### config.mk
export PLATFORM = sky130hd
export DESIGN_NAME = data_selector_rr
export DESIGN_NICKNAME = d
export VERILOG_FILES = /design/src/rtl/data_selector_rr.sv
export SDC_FILE = /design/constraint.sdc
export NUM_CORES = 1
export LEC_CHECK = 0
export ABC_AREA = 1
export BUFFER_PORTS_ARGS = -buffer_cell sky130_fd_sc_hd__buf_2
export CAP_MARGIN = 15
export CORE_MARGIN = 2
export CORE_UTILIZATION = 31
export CTS_BUF_LIST = sky130_fd_sc_hd__clkbuf_4 sky130_fd_sc_hd__clkbuf_8
export CTS_CLUSTER_SIZE = 20
export DETAILED_ROUTE_END_ITERATION = 10
export PLACE_DENSITY = 0.7
export SYNTH_ARGS = -nofsm -noshare
export SYNTH_HDL_FRONTEND = slang
export SYNTH_SLANG_ARGS = --single-unit
### constraint.sdc
create_clock -name i_clk -period 1.1 [get_ports i_clk]
set_input_delay 0.22 -clock i_clk [delete_from_list [all_inputs] [get_ports i_clk]]
set_output_delay 0.22 -clock i_clk [all_outputs]
set_load 0.005 [all_outputs]
### src/rtl/data_selector_rr.sv
// Selects one of CHANNELS valid/ready input channels into a one-entry output register.
// The channel comes from i_sel (MODE=0) or from a round-robin search starting at r_ptr (MODE=1).
module data_selector_rr #(
    parameter int WIDTH    = 4,
    parameter int CHANNELS = 4,
    parameter int MODE     = 0,
    localparam int SW      = $clog2(CHANNELS)
) (
    input  logic                      i_clk,
    input  logic                      i_rst,
    input  logic [CHANNELS*WIDTH-1:0] i_in_data,
    input  logic [CHANNELS-1:0]       i_in_valid,
    output logic [CHANNELS-1:0]       o_in_ready,
    input  logic [SW-1:0]             i_sel,
    output logic [WIDTH-1:0]          o_out_data,
    output logic [SW-1:0]             o_out_ch,
    output logic                      o_out_valid,
    input  logic                      i_out_ready
);

    logic [WIDTH-1:0] r_out_data;
    logic [SW-1:0]    r_out_ch;
    logic             r_out_valid;
    logic [SW-1:0]    r_ptr;

    logic [SW:0]      w_sum      [CHANNELS];
    logic [SW-1:0]    w_idx      [CHANNELS];
    logic [CHANNELS-1:0] w_rot_valid;
    logic [SW-1:0]    w_rr_cand;
    logic             w_rr_req;
    logic             w_sel_req;
    logic [SW-1:0]    w_cand;
    logic             w_req;
    logic             w_space;
    logic             w_accept;
    logic [WIDTH-1:0] w_cand_data;
    logic [SW-1:0]    w_ptr_next;

    // Offset gi from the pointer, folded back into 0..CHANNELS-1 without a divider.
    genvar gi;
    generate
        for (gi = 0; gi < CHANNELS; gi++) begin : g_rot
            assign w_sum[gi]       = {1'b0, r_ptr} + (SW+1)'(gi);
            assign w_idx[gi]       = (w_sum[gi] >= (SW+1)'(CHANNELS))
                                     ? SW'(w_sum[gi] - (SW+1)'(CHANNELS))
                                     : w_sum[gi][SW-1:0];
            assign w_rot_valid[gi] = i_in_valid[w_idx[gi]];
        end
    endgenerate

    // Walking offsets downward leaves the nearest valid channel as the winner.
    always_comb begin
        w_rr_cand = '0;
        for (int i = CHANNELS - 1; i >= 0; i--) begin
            if (w_rot_valid[i]) begin
                w_rr_cand = w_idx[i];
            end
        end
    end

    assign w_rr_req = |i_in_valid;

    always_comb begin
        w_sel_req = 1'b0;
        for (int k = 0; k < CHANNELS; k++) begin
            if (i_sel == SW'(k)) begin
                w_sel_req = i_in_valid[k];
            end
        end
    end

    assign w_cand   = (MODE == 1) ? w_rr_cand : i_sel;
    assign w_req    = (MODE == 1) ? w_rr_req  : w_sel_req;
    assign w_space  = !r_out_valid || i_out_ready;
    assign w_accept = w_space && w_req && !i_rst;

    generate
        for (gi = 0; gi < CHANNELS; gi++) begin : g_ready
            assign o_in_ready[gi] = w_accept && (w_cand == SW'(gi));
        end
    endgenerate

    always_comb begin
        w_cand_data = '0;
        for (int k = 0; k < CHANNELS; k++) begin
            if (w_cand == SW'(k)) begin
                w_cand_data = i_in_data[k*WIDTH +: WIDTH];
            end
        end
    end

    assign w_ptr_next = (w_cand == SW'(CHANNELS - 1)) ? '0 : w_cand + SW'(1);

    always_ff @(posedge i_clk or posedge i_rst) begin
        if (i_rst) begin
            r_out_data  <= '0;
            r_out_ch    <= '0;
            r_out_valid <= 1'b0;
            r_ptr       <= '0;
        end else if (w_accept) begin
            r_out_data  <= w_cand_data;
            r_out_ch    <= w_cand;
            r_out_valid <= 1'b1;
            if (MODE == 1) begin
                r_ptr <= w_ptr_next;
            end
        end else if (i_out_ready) begin
            r_out_valid <= 1'b0;
        end
    end

    assign o_out_data  = r_out_data;
    assign o_out_ch    = r_out_ch;
    assign o_out_valid = r_out_valid;

endmodule

==> impl_summary.txt <==
----------------------------------------------------
[Status]
  Result of the run ... finished with violations
  Violations in the final reports ... negative setup slack

[STA]
  Final Worst Setup Slack ... -0.375 ns
  Accumulated negative setup slack ... -2.72 ns
  Final Hold Viols ... 0
  Max Slew Vio Count ... 0
  Count of endpoints failing setup in the final report ... 11
  Final worst clock skew ... 0.00155 ns
  Transition at the pin with the smallest max-transition slack ... 0.197 ns
  Maximum clock frequency ... 678 MHz
  Setup repair after global routing missed its margin ... yes
  Final worst path period need ... 1.48 ns
  Portion of the clock cycle consumed by the worst path in the final layout ... 134%
  Worst slew slack as a fraction of its limit ... 86.9%

[Detailed routing]
  Number of nets still failing antenna checks after routing ... 0
  Routed wire length per instance ... 10.7 um
  1st-pass router iterations ... 4
  Per-cell via count in the routed design ... 4.72
  Via total after detailed routing ... 718
  Iteration-0 DRC Markers ... 8
  Drc violations ... 0
  Final wirelength ... 1.63 mm

[Pwr]
  Static power due to leakage ... 0.560 nW
  Largest vdd supply drop ... 0.00101 V
  Total power of the final layout ... 1.02 mW
  Combinational Power Share ... 41.5%
  Net Sw Frac ... 30.1%
  Power Density ... 1040 nW/um2
  Net switching component of the power ... 0.306 mW
  P_int ... 0.710 mW
  Sequential power share ... 33.5%
  Relative contribution of the clock network to total power ... 25.0%

[Min path]
  Hold Crit Depth ... 5
  Worst Hold Launch ... i_in_data[3]
  WHS Endpoint ... o_out_data[3]
  Path class of the lowest-slack min-delay path ... in -> reg

[Setup path]
  Crit start category ... register
  Data arrival time at the worst-slack endpoint ... 1.26 ns
  Slowest stage delay, CP ... 0.39 ns
  Reg-to-reg startpoint ... o_out_valid
  Capture point of the worst reg-to-reg path ... o_out_valid
  Slowest stage cell on the critical path ... sky130_fd_sc_hd__dfrtp_1
  CP Data Required Time ... 0.88 ns
  Register-to-register setup slack ... -0.30 ns
  Critical path, cell by cell ... nand2_2 -> nand2_4 -> nor2_4 -> nand3_2 -> nor2_2 -> buf_2
  Setup CP Type ... reg -> out
  Critical path peak fanout ... 4
  Kind of capture point of the worst setup path ... primary output
  Worst-case reg-to-reg path depth ... 10

[Logic synthesis]
  Synth Cell Area ... 495 um2
  Average size of a mapped cell ... 6.88 um2
  Dominant combinational cell family by area after synthesis ... simple AND/OR/NAND/NOR gates
  Number of warning messages in the yosys log ... 0
  Instance count of the mapped netlist ... 72
  Proportion of synthesized chip area in sequential cells ... 35.4%
  Flip-flop and latch count after synthesis ... 7
  Basic-gate share of the synthesized area counting and, or, nand and nor cells ... 56.8%
  Xor/xnor share of the synthesized area ... 0%
  Multiplexer share of the synthesized area ... 0%
  Synthesized netlist net count ... 97
  Compound-gate portion of the synthesized area ... 0%
  Number of different library cells in the post-synthesis netlist ... 15
  Synth Area in Adders ... 0%

[Layout]
  Share of the core filled with cells in the final layout ... 65.0%
  Most frequent cells in the layout ... sky130_fd_sc_hd__buf_2 (35), sky130_fd_sc_hd__nand2_1 (19), sky130_fd_sc_hd__buf_4 (18), sky130_fd_sc_hd__nand3_1 (17), sky130_fd_sc_hd__buf_6 (8)
  Ratio of cells with drive above 1 in the final layout ... 60.3%
  Commonest non-fill, non-tap cell in the layout ... sky130_fd_sc_hd__buf_2
  # diodes ... 0
  Final instance area ... 980 um2
  Area delta synth->final ... 97.7%
  NumNets Final ... 162

[Global routing]
  Initial antenna violation count ... 0
  Vias in the first global route ... 663
  Gr usage total ... 18.2%
  Maximum number of pins on one net before global-route repair ... 11
  Global-route congestion overflow total ... 0
  First-pass GRT wire length ... 2.70 mm

[Floorplan]
  X dimension of the die ... 44.0 um
  Core box area ... 1510 um2
  Total Die Area ... 1930 um2
  Starting utilization of the core area ... 32.9%
  Height of the chip ... 44.0 um
  Ports placed on the boundary ... 36
  Std-Cell Rows ... 14

[Clock network]
  Clock root buffer ... sky130_fd_sc_hd__clkbuf_4
  Clock insertion delay at the later pin of the skew report ... 0.24 ns
  Number of buffers on the longest clock path ... 2
  Inserted Clock Buffers ... 3
  Maximum level of the CTS H-tree ... 1
  Number of clock sinks seen by CTS ... 7
  TritonCTS clock tree ... yes
  Clock-pin slew on the worst setup and hold paths ... 0.05 ns

[Placement]
  Final weighted congestion of routability-driven global placement ... 0.781
  DP Wirelength ... 1.19 mm
  Post-placement cell area ... 787 um2
  Buffers on Ports ... 35

[Run]
  Max-cap violations ... 0

----------------------------------------------------
==> power by group through the flow <==
stage	Sequential (mW)	Clock [mW]	Combinational (mW)
2_1_floorplan	0.348	0	0.142
3_3_place_gp	0.340	0	0.316
3_5_place_dp	0.342	0	0.321
4_1_cts	0.338	0.270	0.405
5_1_grt	0.348	0.275	0.464
6_report	0.340	0.254	0.421
==> final cells by class <==
| type | instances | area, um2 |
|---|---|---|
| fillers | 135 | 527 |
| repair buffers | 62 | 410 |
| multi-input cells | 56 | 314 |
| flip-flops and latches | 7 | 175 |
| clock buffers | 4 | 30.0 |
| inverters | 7 | 30.0 |
| well taps | 16 | 20.0 |
==> routing by layer <==
layer	vias to the layer above	GRT usage, %	routed length, um
li1	366	-	-
met1	327	23.2	654
met2	25	32.9	871
met3	0	4.17	107
met4	0	0	0
met5	-	0	0
==> logic make-up (layout without fill, tap and decap cells) <==
logic type    Yosys count  after routing
simple gates           56             56
flops                   7              7
buf+inv                 9             73
==> stage by stage <==
stage	instances	setup WS [ns]	hold slack, ns
4_1_cts	149	-0.383	0.325
2_1_floorplan	72	-0.0468	-0.00136
3_5_place_dp	133	-0.190	0.229
3_3_place_gp	133	-0.156	0.231
6_report	152	-0.375	0.335
5_1_grt	152	-0.442	0.349
==> what timing repair did <==
action	CTS	global route
gates resized for setup	12	2
pin swaps	6	4
setup endpoints to repair	10	11
hold endpoints to repair	7	0
buffers inserted	12	4
cloned	0	0
hold buffers	1	0
==> cells in the mapped netlist (all sizes together) <==
| cell | count | area share (%) |
|---|---|---|
| nand2 | 25 | 22 |
| nand3 | 19 | 20 |
| nor3 | 1 | 1.0 |
| nand4 | 4 | 5.0 |
| inv | 7 | 5.3 |
| nand3b | 1 | 1.5 |
| buf | 2 | 2.5 |
| nor2 | 6 | 7.1 |
| dfrtp | 7 | 35 |
==> sequential cells by signal (all words and copies together) (netlist names) <==
| signal | cells |
|---|---|
| o_out_data | 4 |
| o_out_valid | 1 |
| o_out_ch | 2 |
==> critical path, delay by kind of cell (launching register included) <==
kind | cells | cell delay [ns]
buffers and inverters | 1 | 0.11
AND/OR/NAND/NOR | 5 | 0.51
flip-flops | 1 | 0.39
==> worst max-delay path by stage <==
stage	endpoint	from
3_3_place_gp	o_in_ready[1]	i_sel[0]
6_report	o_in_ready[1]	o_out_valid
5_1_grt	o_in_ready[1]	o_out_valid
3_5_place_dp	o_in_ready[1]	i_sel[0]
4_1_cts	o_in_ready[1]	o_out_valid
2_1_floorplan	o_in_ready[1]	o_out_valid
(Power assumes the default switching activity.)
